**config.mk**
```make
export PLATFORM = sky130hd
export DESIGN_NAME = rx_deser_writer_flat
export DESIGN_NICKNAME = d
export VERILOG_FILES = /design/src/rtl/rx_pkg.sv /design/src/rtl/rx_deser_writer_if.sv /design/src/rtl/rx_shift_reg.sv /design/src/rtl/rx_deser_writer.sv /design/src/flat_wrapper.sv
export SDC_FILE = /design/constraint.sdc
export NUM_CORES = 1
export LEC_CHECK = 0
export ABC_AREA = 1
export ABC_CLOCK_PERIOD_IN_PS = 3700
export CAP_MARGIN = 25
export CORE_AREA = 3 3 41 71
export DETAILED_ROUTE_END_ITERATION = 12
export DIE_AREA = 0 0 44 74
export PLACE_DENSITY = 0.74
export RECOVER_POWER = 50
export SLEW_MARGIN = 25
export SYNTH_ARGS = -nofsm -noshare
export SYNTH_HDL_FRONTEND = slang
export SYNTH_SLANG_ARGS = --single-unit
```
**constraint.sdc**
```tcl
create_clock -name clk -period 3.7 [get_ports clk]
set_input_delay 0.555 -clock clk [delete_from_list [all_inputs] [get_ports clk]]
set_output_delay 0.555 -clock clk [all_outputs]
set_load 0.1 [all_outputs]
```
**src/rtl/rx_pkg.sv**
```systemverilog
// Shared definitions for the RX deserializer and the frame buffer RAM it feeds.
package rx_pkg;

    typedef enum logic {
        RX_IDLE = 1'b0,
        RX_RECV = 1'b1
    } rx_state_e;

    // Defaults shared with the RAM instantiation so both sides agree on geometry.
    localparam int RX_DATA_WIDTH = 8;
    localparam int RX_ADDR_WIDTH = 2;

endpackage

```
**src/rtl/rx_deser_writer_if.sv**
```systemverilog
// Serial input, consumer read address and RAM write port of the RX deserializer.
interface rx_deser_writer_if #(
    parameter int DATA_WIDTH = rx_pkg::RX_DATA_WIDTH,
    parameter int ADDR_WIDTH = rx_pkg::RX_ADDR_WIDTH
);

    logic                  rx_bit;
    logic                  rx_valid;
    logic                  rx_start;
    logic [ADDR_WIDTH-1:0] rd_addr;
    logic [DATA_WIDTH-1:0] ram_data;
    logic [ADDR_WIDTH-1:0] ram_addr;
    logic                  ram_we;
    logic                  busy;
    logic                  frame_done;
    logic                  frame_err;

    // Deserializer side: consumes the bit stream, drives the RAM port.
    modport slave (
        input  rx_bit, rx_valid, rx_start, rd_addr,
        output ram_data, ram_addr, ram_we, busy, frame_done, frame_err
    );

    // Producer/consumer side: supplies bits and the read address, observes status.
    modport master (
        output rx_bit, rx_valid, rx_start, rd_addr,
        input  ram_data, ram_addr, ram_we, busy, frame_done, frame_err
    );

endinterface

```
**src/rtl/rx_shift_reg.sv**
```systemverilog
// Serial-in word assembler. next_word is the value the register takes on the
// coming edge, so a word can be written out on the edge its last bit arrives.
module rx_shift_reg #(
    parameter int DATA_WIDTH = 8,
    parameter bit MSB_FIRST  = 1'b1
) (
    input  logic                  clk,
    input  logic                  rst,
    input  logic                  load,
    input  logic                  shift,
    input  logic                  bit_in,
    output logic [DATA_WIDTH-1:0] next_word
);

    logic [DATA_WIDTH-1:0] word;

    // Load starts a fresh word with bit_in as its first bit; shift appends bit_in.
    always_comb begin
        next_word = word;
        if (load) begin
            next_word = '0;
            if (MSB_FIRST) next_word[0] = bit_in;
            else           next_word[DATA_WIDTH-1] = bit_in;
        end else if (shift) begin
            if (MSB_FIRST) begin
                next_word    = word << 1;
                next_word[0] = bit_in;
            end else begin
                next_word               = word >> 1;
                next_word[DATA_WIDTH-1] = bit_in;
            end
        end
    end

    // Shift register storage.
    always_ff @(posedge clk) begin
        if (rst) word <= '0;
        else     word <= next_word;
    end

endmodule

```
**src/rtl/rx_deser_writer.sv**
```systemverilog
// Deserializes a framed bit stream into words and writes one frame of
// 2**ADDR_WIDTH words into the RX buffer RAM, then yields the address port
// to the consumer.
module rx_deser_writer
    import rx_pkg::*;
#(
    parameter int DATA_WIDTH = RX_DATA_WIDTH,
    parameter int ADDR_WIDTH = RX_ADDR_WIDTH,
    parameter bit MSB_FIRST  = 1'b1
) (
    input  logic           clk,
    input  logic           rst,
    rx_deser_writer_if.slave bus
);

    localparam int              CNT_W    = (DATA_WIDTH > 1) ? $clog2(DATA_WIDTH) : 1;
    localparam logic [CNT_W-1:0] LAST_BIT = CNT_W'(DATA_WIDTH - 1);

    rx_state_e             state, state_next;
    logic [CNT_W-1:0]      bit_cnt, bit_cnt_next, cnt_eff;
    logic [ADDR_WIDTH-1:0] word_idx, word_idx_next, idx_eff;
    logic [DATA_WIDTH-1:0] shift_word;
    logic                  start, accept, word_done;

    // Write stage: registered RAM port and status pulses.
    logic [DATA_WIDTH-1:0] data_p1, data_next;
    logic [ADDR_WIDTH-1:0] addr_p1, addr_next;
    logic                  vld_p1, vld_next;
    logic                  done_p1, done_next;
    logic                  err_p1, err_next;

    // A start bit is only meaningful when qualified by rx_valid; in RECV every
    // valid bit is accepted, in IDLE only a start bit is.
    assign start  = bus.rx_valid && bus.rx_start;
    assign accept = bus.rx_valid && (start || (state == RX_RECV));

    rx_shift_reg #(
        .DATA_WIDTH (DATA_WIDTH),
        .MSB_FIRST  (MSB_FIRST)
    ) u_shift (
        .clk       (clk),
        .rst       (rst),
        .load      (start),
        .shift     (accept && !start),
        .bit_in    (bus.rx_bit),
        .next_word (shift_word)
    );

    // Next state, counters and write-stage values. A start bit (also an abort)
    // is handled as bit 0 of word 0 by zeroing the effective counters.
    always_comb begin
        cnt_eff       = start ? '0 : bit_cnt;
        idx_eff       = start ? '0 : word_idx;
        word_done     = accept && (cnt_eff == LAST_BIT);
        state_next    = state;
        bit_cnt_next  = bit_cnt;
        word_idx_next = word_idx;
        data_next     = data_p1;
        addr_next     = addr_p1;
        vld_next      = 1'b0;
        done_next     = 1'b0;
        err_next      = start && (state == RX_RECV);
        if (accept) begin
            state_next    = RX_RECV;
            bit_cnt_next  = cnt_eff + CNT_W'(1);
            word_idx_next = idx_eff;
            if (word_done) begin
                bit_cnt_next  = '0;
                word_idx_next = idx_eff + ADDR_WIDTH'(1);
                data_next     = shift_word;
                addr_next     = idx_eff;
                vld_next      = 1'b1;
                if (&idx_eff) begin
                    done_next  = 1'b1;
                    state_next = RX_IDLE;
                end
            end
        end
    end

    // State, counters and write-stage registers; reset wins over everything.
    always_ff @(posedge clk) begin
        if (rst) begin
            state    <= RX_IDLE;
            bit_cnt  <= '0;
            word_idx <= '0;
            data_p1  <= '0;
            addr_p1  <= '0;
            vld_p1   <= 1'b0;
            done_p1  <= 1'b0;
            err_p1   <= 1'b0;
        end else begin
            state    <= state_next;
            bit_cnt  <= bit_cnt_next;
            word_idx <= word_idx_next;
            data_p1  <= data_next;
            addr_p1  <= addr_next;
            vld_p1   <= vld_next;
            done_p1  <= done_next;
            err_p1   <= err_next;
        end
    end

    assign bus.ram_data   = data_p1;
    assign bus.ram_we     = vld_p1;
    assign bus.ram_addr   = vld_p1 ? addr_p1 : bus.rd_addr;
    assign bus.busy       = (state == RX_RECV);
    assign bus.frame_done = done_p1;
    assign bus.frame_err  = err_p1;

endmodule

```
**src/flat_wrapper.sv**
```systemverilog
// flat-port wrapper written by rule: the top's interface ports become plain ports
module rx_deser_writer_flat import rx_pkg::*;
#(
    parameter int DATA_WIDTH = RX_DATA_WIDTH,
    parameter int ADDR_WIDTH = RX_ADDR_WIDTH,
    parameter bit MSB_FIRST  = 1'b1
)
  (clk, rst, bus_rx_bit, bus_rx_valid, bus_rx_start, bus_rd_addr, bus_ram_data, bus_ram_addr, bus_ram_we, bus_busy, bus_frame_done, bus_frame_err);
  rx_deser_writer_if #(.DATA_WIDTH(DATA_WIDTH), .ADDR_WIDTH(ADDR_WIDTH)) bus_i ();
  input  logic clk;
  input  logic rst;
  input wire logic [$bits(bus_i.rx_bit)-1:0] bus_rx_bit;
  input wire logic [$bits(bus_i.rx_valid)-1:0] bus_rx_valid;
  input wire logic [$bits(bus_i.rx_start)-1:0] bus_rx_start;
  input wire logic [$bits(bus_i.rd_addr)-1:0] bus_rd_addr;
  output wire logic [$bits(bus_i.ram_data)-1:0] bus_ram_data;
  output wire logic [$bits(bus_i.ram_addr)-1:0] bus_ram_addr;
  output wire logic [$bits(bus_i.ram_we)-1:0] bus_ram_we;
  output wire logic [$bits(bus_i.busy)-1:0] bus_busy;
  output wire logic [$bits(bus_i.frame_done)-1:0] bus_frame_done;
  output wire logic [$bits(bus_i.frame_err)-1:0] bus_frame_err;
  assign bus_i.rx_bit = bus_rx_bit;
  assign bus_i.rx_valid = bus_rx_valid;
  assign bus_i.rx_start = bus_rx_start;
  assign bus_i.rd_addr = bus_rd_addr;
  assign bus_ram_data = bus_i.ram_data;
  assign bus_ram_addr = bus_i.ram_addr;
  assign bus_ram_we = bus_i.ram_we;
  assign bus_busy = bus_i.busy;
  assign bus_frame_done = bus_i.frame_done;
  assign bus_frame_err = bus_i.frame_err;
  rx_deser_writer #(.DATA_WIDTH(DATA_WIDTH), .ADDR_WIDTH(ADDR_WIDTH), .MSB_FIRST(MSB_FIRST)) u_core (.clk(clk), .rst(rst), .bus(bus_i));
endmodule
```
**Word level (Yosys, flattened, before mapping)**

Cells that the tools add are included.

- Flip-flop bits (word level): 27
- Output and inout bits: 14
- Word-level logic and storage cells: 36

- $add $sub $neg: 2
- Equality and inequality tests: 1
- Mux-type cells: 11
- Bitwise operators: 2
- Reduce and logical (&&, ||, !) cells: 11

Operators by type and width:

| kind | count |
|---|---|
| $mux 8 | 2 |
| $mux 2 | 3 |
| $mux 3 | 2 |
| $logic_and 1x1->1 | 5 |
| $mux 1 | 4 |
| $reduce_and 2->1 | 2 |
| $add 3x1->3 const B | 1 |
| $eq 3x3->1 const B | 1 |
| $reduce_or 3->1 | 1 |
| $add 2x1->2 const B | 1 |
| $not 1->1 | 2 |
| $reduce_or 2->1 | 1 |
| $logic_not 1->1 | 1 |
| $logic_or 1x1->1 | 1 |

**Depth between registers and ports, before layout**

Gate-level depths: netlist of the first run.

- Depth after elaboration: 6
- Gate-level depth with buffers: 10
- Mapped depth without buffers: 10

**Modules after synthesis**

Synthesis of the first run repeated with hierarchy kept, for this count alone.

- Cell total of the unflattened synthesis: 166
- Area total of the unflattened synthesis: 1,266.2 sq um

Modules (own cells, without submodules):

| module | times used | cells an instance | area an instance (sq um) |
|---|---|---|---|
| rx_deser_writer | 1 | 105 | 798.3 |
| rx_shift_reg | 1 | 61 | 467.9 |

**Least setup slack after synthesis of the first run**

OpenSTA, ideal clock, no wires.

- Kind: reg2out
- Start: reg u_core.vld_p1 (netlist: u_core.bus.ram_we)
- End: out bus_ram_addr[1]
- Arrival: 2.539 ns
- Path slack: 0.606 ns
- Cell stages (with the launch flop): 3
- Buffers on the path: 0
- Cells stage by stage: dfxtp_1 nor2_1 a21oi_1

- Cells in the longest elaborated chain, start to end: 1

Ends and longest elaborated chain:

| what | line | RTL |
|---|---|---|
| start, declared | rx_deser_writer.sv:28 | `logic vld_p1, vld_next;` |
| start signal, assigned | rx_deser_writer.sv:98 | `vld_p1 <= vld_next;` |
| $mux 2 | rx_deser_writer.sv:106 | `assign bus.ram_addr = vld_p1 ? addr_p1 : bus.rd_addr;` |
| end, declared | flat_wrapper.sv:17 | `output wire logic [$bits(bus_i.ram_addr)-1:0] bus_ram_addr;` |

Every way passes these cells.

**Worst setup path after layout of the first run**

- Start: in bus_rx_valid
- End: reg u_core.data_p1[6] (netlist: u_core.bus.ram_data[6])

- Cells in the longest elaborated chain, start to end: 6
- Elaborated cells between the ends (all ways): 11
- Classes of those cells: eq/ne (1); mux (3); reduce/logical (7)

Ends and longest elaborated chain:

| what | line | RTL |
|---|---|---|
| start, declared | flat_wrapper.sv:13 | `input wire logic [$bits(bus_i.rx_valid)-1:0] bus_rx_valid;` |
| parallel branches: the longest is 6 deep, another holds $mux 3 | -- |  |
| end signal, assigned | rx_deser_writer.sv:96 | `data_p1 <= data_next;` |
| end, declared | rx_deser_writer.sv:26 | `logic [DATA_WIDTH-1:0] data_p1, data_next;` |

Parallel ways; which one is timed is not known.
A chain may end at the register's enable or synchronous reset.

==> results of run 1 <==
[layout make-up]
class | instances | share of cell area [%]
inverters | 22 | 5.815
well taps | 26 | 2.291
repair buffers | 20 | 13.22
multi-input cells | 114 | 37.18
flip-flops and latches | 27 | 38.06
clock inverters | 1 | 0.5286
clock buffers | 3 | 2.907
[critical path: cells and delay by family]
kind	cells	cell delay, ns
buffers and inverters	2	1.00
AND/OR/NAND/NOR	6	0.82
adder cells (fa/ha/maj)	2	0.45
[flip-flops by register name, indices dropped and copies added (netlist names)]
name	count
u_core.bus.ram_data	8
u_core.word_idx	2
u_core.u_shift.word	8
u_core.bus.ram_we	1
u_core.addr_p1	2
u_core.bit_cnt	3
u_core.bus.busy	1
u_core.bus.frame_err	1
u_core.bus.frame_done	1
[routing by layer]
layer	GRT usage (%)	vias up	wire length, um
li1	-	561	-
met1	17.73	452	961
met2	25.49	26	1078
met3	2.421	4	124
met4	7.047	0	37
met5	0	-	0
[cell usage in the layout, fill, tap and decap left out]
master           count
nand2_1             46
nor2_1              30
dfxtp_1             27
inv_1               22
a21oi_1             14
dlygate4sd3_1       10
clkdlybuf4s50_1      8
nand4_1              7
o21ai_0              5
nand3_1              4
ha_1                 3
clkbuf_8             3
clkbuf_1             2
mux2_2               1
o21a_1               1
nand3_2              1
nor3_1               1
nor3b_2              1
clkinvlp_4           1
[cells by family (layout without fill, tap and decap cells)]
logic type | Yosys count | after routing | synth area share (%)
simple gates | 90 | 90 | 31.79
buf+inv | 29 | 46 | 10.18
flops | 27 | 27 | 45.33
compound gates | 20 | 20 | 8.605
fa+ha+maj | 3 | 3 | 3.148
mux | 1 | 1 | 0.9443
[per-stage QoR]
| step | cells | area, sq um | total power (W) |
|---|---|---|---|
| 3_5_place_dp | 209 | 1381 | 0.0003629 |
| 3_3_place_gp | 209 | 1381 | 0.0003616 |
| 6_report | 213 | 1420 | 0.0005236 |
| 5_1_grt | 213 | 1420 | 0.0005503 |
| 4_1_cts | 213 | 1430 | 0.0005330 |
| 2_1_floorplan | 170 | 1192 | 0.0003464 |
[path summary, 6_finish.rpt]
path                          startpoint  slack, ns                      to  cells after the start
hold reg to reg   u_core.u_shift.word[7]       0.47  u_core.u_shift.word[7]                      2
hold / removal    u_core.u_shift.word[7]       0.47  u_core.u_shift.word[7]                      2
setup / recovery            bus_rx_valid       1.04  u_core.bus.ram_data[6]                     10
setup reg to reg         u_core.bus.busy       1.81       u_core.addr_p1[0]                      5
[power by group]
group	switching (W)	internal [W]
clock network	0.0000927	0.0000764
logic	0.0000396	0.0000154
registers	0.00000399	0.000295
total	0.000136	0.000387
==> impl_metrics.tcl, run 1 <==
set metrics [dict create \
    crit_chain "dlygate4sd3_1 -> nand2_1 -> inv_1 -> nor2_1 -> ha_1 -> ha_1 -> nand3_2 -> nand2_1 -> nand2_1 -> nor2_1" \
    p_leak_nw 0.7046 \
    cts-resized-gates 0 \
    synth_edf_count 0 \
    clock_skew_ns 0.001441 \
    path_class "input port to register" \
    cts_sinks 27 \
    holdWs_ns 0.4723 \
    rows 24 \
    h-tree-depth 1 \
    yosysTopAreaCell "dfxtp_1" \
    grt_pass1_vias 948 \
    outcome "finished clean" \
    syn_area_per_cell_sq_um 7.014 \
    fin_crit_sh_pct 71.97 \
    timing.final.crit_period_ns 2.663 \
    grt_usage_pct 14.90 \
    synth_common_cells "45 x nand2_1, 30 x nor2_1, 27 x dfxtp_1, 22 x inv_1, 14 x a21oi_1" \
    fin_setup_tns_ns 0 \
    cts_setup_buffers 0 \
    cts_tree "done" \
    synth_fp_nets 180 \
    die_w_um 44 \
    register_area_sq_um 540.5 \
    place.detailed.hpwl_um 1638 \
    cts_root_buf "clkbuf_8" \
    synth_cell_type_count 20 \
    fp.dieH_um 74 \
    ir_drop_v 0.0002330 \
    critPathLaunchType "input port" \
    grt_start_max_net_pins 22 \
    critPathMaxFanout 21 \
    slowest_delay_ns 0.84 \
    start_util_pct 48.42 \
    synth_area_leaders "dfxtp_1 45%, nand2_1 14%, nor2_1 9.4%" \
    io_pins 21 \
    maxCapViolCount 0 \
    yosysMostFrequentCell "nand2_1" \
    cp-end-kind "register" \
    cts_hold_buf 0 \
    tightest_slew_ns 1.158 \
    drtPass1Iterations 4 \
    grt_overflow 0 \
    rsz0062_at_grt "false" \
    clk_latency_ns 0.27 \
    antenna_found_initial 0 \
    async_reset_ff_share_pct 0 \
    fin_nets 198 \
    postLayoutCoreUtil_pct 57.67 \
    syn_area_sq_mm 0.001192 \
    gp_congestion 0.7955 \
    synth_top_area_share_pct 45.33 \
    vias_per_cell 4.897 \
    place_ws_ns 0.8298 \
    syn_to_final_growth_pct 19.10 \
    synth_ff_type "dfxtp_1" \
    slew_violations 0 \
    coreArea_sq_mm 0.002462 \
    hold_viol_final 0 \
    die_area_sq_mm 0.003256 \
    cpMostUsedCell "nand2_1" \
    final_layout_size_suffix_gt1_share_pct 3.743 \
    ant_nets 0 \
    required_ns 3.87 \
    io_buffers 20 \
    drc 0 \
    fillCellCount 245 \
    p_per_area_mw_per_mm2 368.7 \
    grt_pass1_wl_um 3753 \
    drt_iter0_drc 19 \
    arrival_ns 2.84 \
    num_vias 1043 \
    wl_per_cell_um 10.34 \
    setup_viol 0 \
    fmax_mhz 375.5 \
    multi_input_area_sq_um 528.0 \
    routed_wl_um 2202 \
    synth_cells 170 \
    slew_headroom_pct 21.97 \
    cts.reportedPaths.clkPinSlew_ns 0.09 \
    synth-seq-area-share_pct 45.33 \
    cts-buffers-inserted 3 \
    slowest_stage "dlygate4sd3_1" \
    hold_path_class "register to register" \
    cts.path.max_buffers 2 \
    synth_seq_cells 27 \
    n_antenna_cell 0 \
    finalWorstSetupSlack_ns 1.037 \
    yosys_warnings 0 \
]
(Power assumes the default switching activity.)
==> run 2: changes to the inputs <==
ABC_CLOCK_PERIOD_IN_PS = 2150   (was 3700)
CORE_AREA = 3 3 43 74   (was 3 3 41 71)
DIE_AREA = 0 0 46 77   (was 0 0 44 74)
PLACE_DENSITY = 0.71   (was 0.74)
clock period = 2.15 ns   (was 3.7 ns; I/O delays follow)
==> impl_metrics.tcl, run 2 (same netlist as run 1, synthesis figures left out) <==
set metrics [dict create \
    grt_start_max_net_pins 22 \
    slowest_stage "clkbuf_1" \
    p_leak_nw 0.6999 \
    p_per_area_mw_per_mm2 629.4 \
    power_frac_comb_pct 12.3 \
    grt_usage_pct 14.60 \
    p_clk_share_pct 30.8 \
    wl_per_cell_um 11.12 \
    routed_wl_um 2446 \
    path_class "input port to register" \
    io_buffers 20 \
    cts_setup_buffers 0 \
    final_area_sq_mm 0.001440 \
    postLayoutCoreUtil_pct 53.53 \
    cts.reportedPaths.clkPinSlew_ns 0.09 \
    place_ws_ns 0.06490 \
    slew_headroom_pct 22.28 \
    start_util_pct 44.33 \
    required_ns 2.32 \
    ant_nets 0 \
    cp_num_buf_inv 4 \
    slowest_delay_ns 0.49 \
    rows 25 \
    slew_violations 0 \
    p_int_w 0.0006786 \
    maxCapViolCount 0 \
    timing.final.crit_period_ns 1.905 \
    critPathMaxFanout 14 \
    rsz0062_at_grt "false" \
    num_vias 1088 \
    critPathLaunchType "input port" \
    fin_nets 204 \
    grt_pass1_wl_um 4084 \
    power.total_w 0.0009064 \
    antenna_found_initial 0 \
    coreArea_sq_mm 0.002690 \
    drc 0 \
    place.detailed.hpwl_um 1801 \
    vias_per_cell 4.945 \
    cts_sinks 27 \
    switching_power_w 0.0002278 \
    drtPass1Iterations 4 \
    io_pins 21 \
    drt_iter0_drc 31 \
    fin_setup_tns_ns 0 \
    cts-resized-gates 0 \
    clk_latency_ns 0.26 \
    syn_to_final_growth_pct 20.78 \
    multi_input_area_sq_um 541.8 \
    setup_viol 0 \
    grt_overflow 0 \
    outcome "finished clean" \
    die_area_sq_mm 0.003542 \
    n_antenna_cell 0 \
    place_area_sq_mm 0.001446 \
    fp.dieH_um 77 \
    gp_congestion 0.8543 \
    fmax_mhz 524.9 \
    crit_family "buffers and inverters" \
    finalWorstSetupSlack_ns 0.2449 \
    power_frac_seq_pct 57.0 \
    cts-buffers-inserted 3 \
    cts_tree "done" \
    final_common_cell "nand2_1" \
    grt_pass1_vias 999 \
    cts.path.max_buffers 2 \
    hold_viol_final 0 \
    tightest_slew_ns 1.171 \
    cp-end-kind "register" \
    arrival_ns 2.07 \
    cpMostUsedCell "clkbuf_1" \
    crit_chain "clkdlybuf4s50_1 -> clkbuf_1 -> o21ai_1 -> clkbuf_1 -> nor2_1 -> nand2_1 -> nand3_1 -> inv_1" \
    h-tree-depth 1 \
    final_layout_size_suffix_gt1_share_pct 7.772 \
    fillCellCount 270 \
    switching_share_pct 25.13 \
    fin_crit_sh_pct 88.61 \
    hold_path_class "register to register" \
    cts_root_buf "clkbuf_8" \
    layout_common_cells "45 x nand2_1, 30 x nor2_1, 27 x dfxtp_1" \
    ir_drop_v 0.0004286 \
    register_area_sq_um 540.5 \
    cts_hold_buf 0 \
    die_w_um 46 \
    clock_skew_ns 0.003607 \
]
## run 2: worst reg2reg max path, stage by stage (launching register included)
cell and delay, ns:
dfxtp_1 0.32, inv_1 0.05, nor2_1 0.16, ha_1 0.20, ha_1 0.23, nand3_2 0.11
buf_12 0.20, nor2_1 0.11, nand2_1 0.07, nand2_1 0.05
## run 2: power by group through the flow
stage / Sequential (W) / Combinational (W) / Clock [W]
after detailed placement: 0.000528 / 0.000113 / 0
after CTS: 0.000516 / 0.000114 / 0.000290
after global routing: 0.000517 / 0.000120 / 0.000304
after global placement: 0.000527 / 0.000112 / 0
after floorplan: 0.000536 / 0.0000615 / 0
final: 0.000516 / 0.000111 / 0.000279
## run 2: per-layer routing
| metal | global-route usage (%) | up-vias | share of wire, % |
|---|---|---|---|
| li1 | - | 576 | - |
| met1 | 16.84 | 485 | 44 |
| met2 | 25.00 | 23 | 50 |
| met3 | 2.582 | 4 | 4.5 |
| met4 | 5.698 | 0 | 1.1 |
| met5 | 0 | - | 0 |
## run 2: layout make-up
cell class,instances,share of cell area (%)
clock buffer,4,3.128
inverter,22,5.734
timing repair buffer,26,13.64
tap,27,2.346
multi-input combinational,114,37.62
sequential,27,37.53
## run 2: worst paths after layout
path	from	end	slack (ns)	cells after the start
hold reg to reg	u_core.u_shift.word[7]	u_core.u_shift.word[7]	0.49	2
setup / recovery	bus_rx_valid	u_core.bus.busy	0.24	8
setup reg to reg	u_core.bit_cnt[0]	u_core.word_idx[0]	0.61	9
hold / removal	u_core.u_shift.word[7]	u_core.u_shift.word[7]	0.49	2
## run 2: stage by stage
step | hold slack (ns) | std cells
after floorplan | 0.4066 | 170
after global placement | 0.4576 | 216
after detailed placement | 0.4605 | 216
after CTS | 0.4871 | 220
after global routing | 0.5216 | 220
final | 0.4852 | 220
